==> config.mk <==
export PLATFORM = sky130hd
export DESIGN_NAME = dual_port_ram_arbiter
export DESIGN_NICKNAME = d
export VERILOG_FILES = /design/src/rtl/dual_port_ram_arbiter.sv
export SDC_FILE = /design/constraint.sdc
export NUM_CORES = 1
export LEC_CHECK = 0
export CAP_MARGIN = 5
export CORE_MARGIN = 2
export CORE_UTILIZATION = 30
export CTS_BUF_LIST = sky130_fd_sc_hd__clkbuf_16
export DETAILED_ROUTE_END_ITERATION = 10
export SYNTH_ARGS = -nofsm -noshare
export SYNTH_HDL_FRONTEND = slang
export SYNTH_SLANG_ARGS = --single-unit
==> constraint.sdc <==
create_clock -name clock -period 6.2 [get_ports clock]
set_input_delay 1.24 -clock clock [delete_from_list [all_inputs] [get_ports clock]]
set_output_delay 1.24 -clock clock [all_outputs]
set_load 0.05 [all_outputs]
==> src/rtl/dual_port_ram_arbiter.sv <==
// Round-robin arbiter sharing one dual-port RAM among NUM_REQ requesters.
// Grants up to two non-conflicting requests per cycle and steers read data back.
module dual_port_ram_arbiter #(
  parameter int unsigned NUM_REQ    = 4,
  parameter int unsigned ADDR_WIDTH = 6,
  parameter int unsigned DATA_WIDTH = 8
) (
  input  logic                           clock,
  input  logic                           reset_n,
  input  logic [NUM_REQ-1:0]             req_valid,
  input  logic [NUM_REQ-1:0]             req_we,
  input  logic [NUM_REQ*ADDR_WIDTH-1:0]  req_addr,
  input  logic [NUM_REQ*DATA_WIDTH-1:0]  req_wdata,
  output logic [NUM_REQ-1:0]             req_ready,
  output logic [NUM_REQ-1:0]             rsp_valid,
  output logic [NUM_REQ*DATA_WIDTH-1:0]  rsp_rdata,
  output logic [ADDR_WIDTH-1:0]          ram_addr_a,
  output logic [ADDR_WIDTH-1:0]          ram_addr_b,
  output logic [DATA_WIDTH-1:0]          ram_data_a,
  output logic [DATA_WIDTH-1:0]          ram_data_b,
  output logic                           ram_we_a,
  output logic                           ram_we_b,
  input  logic [DATA_WIDTH-1:0]          ram_q_a,
  input  logic [DATA_WIDTH-1:0]          ram_q_b
);

  localparam int unsigned IDX_W = (NUM_REQ > 1) ? $clog2(NUM_REQ) : 1;

  logic [ADDR_WIDTH-1:0] addr_arr  [NUM_REQ];
  logic [DATA_WIDTH-1:0] wdata_arr [NUM_REQ];

  logic [IDX_W-1:0]   rr_ptr_q, rr_ptr_d;
  logic               rd_pend_a_q, rd_pend_a_d, rd_pend_b_q, rd_pend_b_d;
  logic [IDX_W-1:0]   rd_id_a_q, rd_id_a_d, rd_id_b_q, rd_id_b_d;

  logic               grant_a, grant_b;
  logic [IDX_W-1:0]   id_a, id_b, scan_idx;
  logic [NUM_REQ-1:0] grant_vec;

  always_comb begin : unpack
    for (int unsigned i = 0; i < NUM_REQ; i++) begin
      addr_arr[i]  = req_addr[i*ADDR_WIDTH +: ADDR_WIDTH];
      wdata_arr[i] = req_wdata[i*DATA_WIDTH +: DATA_WIDTH];
    end
  end

  // Scan from rr_ptr; first valid takes A, next non-conflicting valid takes B.
  always_comb begin : arbitrate
    grant_a   = 1'b0;
    grant_b   = 1'b0;
    id_a      = '0;
    id_b      = '0;
    scan_idx  = '0;
    grant_vec = '0;
    for (int unsigned k = 0; k < NUM_REQ; k++) begin
      scan_idx = rr_ptr_q + IDX_W'(k);
      if (req_valid[scan_idx]) begin
        if (!grant_a) begin
          grant_a = 1'b1;
          id_a    = scan_idx;
        end else if (!grant_b &&
                     !((addr_arr[scan_idx] == addr_arr[id_a]) &&
                       (req_we[scan_idx] || req_we[id_a]))) begin
          grant_b = 1'b1;
          id_b    = scan_idx;
        end
      end
    end
    if (grant_a) grant_vec[id_a] = 1'b1;
    if (grant_b) grant_vec[id_b] = 1'b1;
  end

  always_comb begin : next_state
    rr_ptr_d    = rr_ptr_q;
    rd_pend_a_d = grant_a && !req_we[id_a];
    rd_pend_b_d = grant_b && !req_we[id_b];
    rd_id_a_d   = id_a;
    rd_id_b_d   = id_b;
    if (grant_b) begin
      rr_ptr_d = id_b + IDX_W'(1);
    end else if (grant_a) begin
      rr_ptr_d = id_a + IDX_W'(1);
    end
  end

  always_ff @(posedge clock or negedge reset_n) begin
    if (!reset_n) begin
      rr_ptr_q    <= '0;
      rd_pend_a_q <= 1'b0;
      rd_pend_b_q <= 1'b0;
      rd_id_a_q   <= '0;
      rd_id_b_q   <= '0;
    end else begin
      rr_ptr_q    <= rr_ptr_d;
      rd_pend_a_q <= rd_pend_a_d;
      rd_pend_b_q <= rd_pend_b_d;
      rd_id_a_q   <= rd_id_a_d;
      rd_id_b_q   <= rd_id_b_d;
    end
  end

  // Grants and write enables are forced off while reset is held.
  always_comb begin : ram_drive
    req_ready  = reset_n ? grant_vec : '0;
    ram_addr_a = grant_a ? addr_arr[id_a]  : '0;
    ram_data_a = grant_a ? wdata_arr[id_a] : '0;
    ram_we_a   = reset_n && grant_a && req_we[id_a];
    ram_addr_b = grant_b ? addr_arr[id_b]  : '0;
    ram_data_b = grant_b ? wdata_arr[id_b] : '0;
    ram_we_b   = reset_n && grant_b && req_we[id_b];
  end

  always_comb begin : response
    rsp_valid = '0;
    rsp_rdata = '0;
    for (int unsigned i = 0; i < NUM_REQ; i++) begin
      if (rd_pend_a_q && (rd_id_a_q == IDX_W'(i))) begin
        rsp_valid[i]                           = 1'b1;
        rsp_rdata[i*DATA_WIDTH +: DATA_WIDTH] = ram_q_a;
      end else if (rd_pend_b_q && (rd_id_b_q == IDX_W'(i))) begin
        rsp_valid[i]                           = 1'b1;
        rsp_rdata[i*DATA_WIDTH +: DATA_WIDTH] = ram_q_b;
      end
    end
  end

endmodule
==> impl_results.md <==
* Vias at 4783
* CTS Sinks at 8
* Vias in the first global route at 4870
* Maximum fanout along the worst path at 6
* Nets at 751
* Ys async rst share at 100%
* Hold-fix buffers, CTS at 0
* Main synth FF type: dfrtp_1
* Die area at 13600 sq um
* Cells after Synth at 441
* Multi-input gate area at 4080 sq um
* Final worst path period share at 101%
* Total CTS buffers at 3
* FF+latch count, synth at 8
* CP max stage delay at 0.57 ns
* Placed cells at 809
* FF+latch area at 203 sq um
* Ant. Diodes at 0
* TNS Setup at -0.143 ns
* Mean post-synth cell area at 8.62 sq um
* Mapped cell area at 3800 sq um
* Fin. max-slew vios at 0
* # fillers at 1124
* Yosys warning count at 0
* DRC errors left at 0
* Chip width at 117 um
* WS Path Type: in2out
* Critical Path Start Type: input pin
* Setup-failing EPs final at 7
* Buf+Inv Stages, Crit Path at 5
* Final setup margin at -0.0508 ns
* Slowest CP cell: or4_4
* Commonest non-fill, non-tap cell in the layout: clkdlybuf4s50_1
* Global route overflow at 0
* CTS H-Tree Depth at 1
* IO Pins at 152
* Family with the most delay on the worst path: simple AND/OR/NAND/NOR gates
* Tmin final at 6.25 ns
* Post-synth top area share at 19.0%
* Die Ht at 117 um
* Main area contributors after synthesis: mux2i_1 (19%), mux4_2 (17%), a22o_1 (7.6%)
* Dominant cell type by area after synthesis: mux2i_1
* Pre-antenna DRT Iters at 5
* Avg WL per Cell at 18.8 um
* Final Non-Filler Cells at 839
* Path category of the worst min-delay check: reg2reg
* Critical path cell sequence: buf_6 -> nor2b_4 -> o21ai_2 -> o21ai_1 -> ha_1 -> mux2i_4 -> buf_6 -> mux2i_2 -> xor2_1 -> nor2_1 -> a31oi_2 -> buf_4 -> or4_4 -> a31o_4 -> nor2_4 -> buf_6 -> mux2_4 -> o2111a_2 -> buf_12
* Least-Margin Pin Slew at 1.11 ns
* Final Hold Viols at 0
* Rows at 41
* Relative slew slack at 25.7%
* Core Box Area at 12500 sq um
* Global-route wire length before repair at 24900 um
* GRT Util Overall at 22.7%
* Root buffer cell: clkbuf_16
* Sequential share of the synthesized area at 5.27%
* Initial DRC count at 203
* DR vias/cell at 5.70
* Port Buffers at 151
* Max Cap Viol at 0
* DRT antenna net count at 0
* Crit. End Element: output port
* Post-Route WL at 15700 um
* Initial antenna violation count at 0
* Clk_lat worst skew at 0.23 ns
* Dpl hpwl at 11800 um
* Unrepaired setup endpoints after global routing: yes
* Most frequent cells in the layout: clkdlybuf4s50_1 (111), buf_4 (100), mux2i_1 (46)
* FMAX at 160 MHz
* Top cell by count, worst path: buf_6
* Post-synth net total at 524
* Number of enable flip-flop cells after synthesis at 0
* Share of cells above drive strength 1 at 41.7%
* CTS tree: done
* Distinct cells, synth at 74
* Pin count of the biggest net entering global routing at 46
* Clk_skew at 0.00370 ns
* Failing checks: setup timing
* GP Congestion at 0.956
* Layout area overhead at 92.7%
* Buffers from clock root to sink, at most at 2
* Worst reg-to-reg setup slack at 1.89 ns
* Status: finished, violations left
* Data required, critical path at 4.96 ns
* Critical Path AT at 5.01 ns
* Clock transition at path regs at 0.04 ns
* Starting density of the core at 30.4%
## area by class of cell
cell class	instances	area share [%]
Clock buffer	3	1.03
Clock inverter	1	0.0513
Inverter	8	0.495
Multi-Input combinational cell	389	55.7
Sequential cell	8	2.77
Tap cell	172	2.94
Timing Repair Buffer	258	37.0
## cell families after synthesis
family | count (synthesis) | share of synthesized area [%]
flops | 8 | 5.27
compound gates | 137 | 27.3
xor+xnor | 21 | 4.84
simple gates | 119 | 17.4
fa+ha+maj | 1 | 0.329
buf+inv | 44 | 5.93
mux | 111 | 38.9
## path summary, 6_finish.rpt
| kind | cells past startpoint | startpoint | endpoint |
|---|---|---|---|
| max in group asynchronous | 1 | reset_n | rr_ptr_q[0] |
| min in group asynchronous | 1 | reset_n | rr_ptr_q[1] |
| min reg2reg | 3 | rr_ptr_q[0] | rr_ptr_q[0] |
| min | 3 | rr_ptr_q[0] | rr_ptr_q[0] |
| max | 19 | req_valid[2] | ram_we_b |
| max reg2reg | 14 | rr_ptr_q[1] | rr_ptr_q[1] |
## Yosys cell counts, types with 3 or more instances
library cell  count
a211oi_1          3
a21oi_1          20
a221oi_1          5
a22o_1           33
a31o_1            3
a31oi_1           3
and2_1           19
buf_1             3
buf_2            12
buf_4             8
clkbuf_1         11
dfrtp_1           8
inv_1             6
mux2_2            9
mux2i_1          72
mux4_2           28
nand2_1          27
nand2b_1          3
nand3_1           6
nor2_1           20
nor2b_1           6
nor3_1            9
nor3b_1           4
o211ai_1          4
o21ai_0          11
o22ai_1          18
o32ai_1           4
or3_1             4
xnor2_1           4
xor2_1           17
## timing repair
action,4_1_cts,5_1_grt
pin swaps,22,18
endpoints found under the setup margin,19,19
buffers inserted,13,11
resized for setup,82,42
gates cloned,3,1
## registers in the layout (all words and copies together), names as in the netlist
register and flops:
rr_ptr_q 2, rd_pend_a_q 1, rd_id_a_q 2, rd_id_b_q 2
rd_pend_b_q 1
## layer usage
metal / global-route usage [%] / part of all wire [%]
met1: 29.6 / 43
met5: 0 / 0
met3: 3.48 / 5.9
met4: 5.65 / 2.0
met2: 39.6 / 49
## metrics by stage
stage,instance area (sq um),utilization (%),setup slack (ns),hold slack (ns)
final,7320,58.5,-0.0508,0.888
after global routing,7320,58.5,-0.125,0.951
after CTS,6980,55.8,-0.0576,0.890
after detailed placement,6450,51.5,-0.487,0.839
after global placement,6450,51.5,-0.458,0.824
after floorplan,4050,-,0.00524,0.944
## worst min-delay path, delay by kind of cell (launching register included)
family	cells	cell delay (ns)
AO/OA/AOI/OAI	1	0.09
buffers and inverters	2	0.29
flip-flops	1	0.46
Power is left out: the tool's default activity adds up to more than one toggle a clock period on the data nets, which glitch-free logic cannot reach.
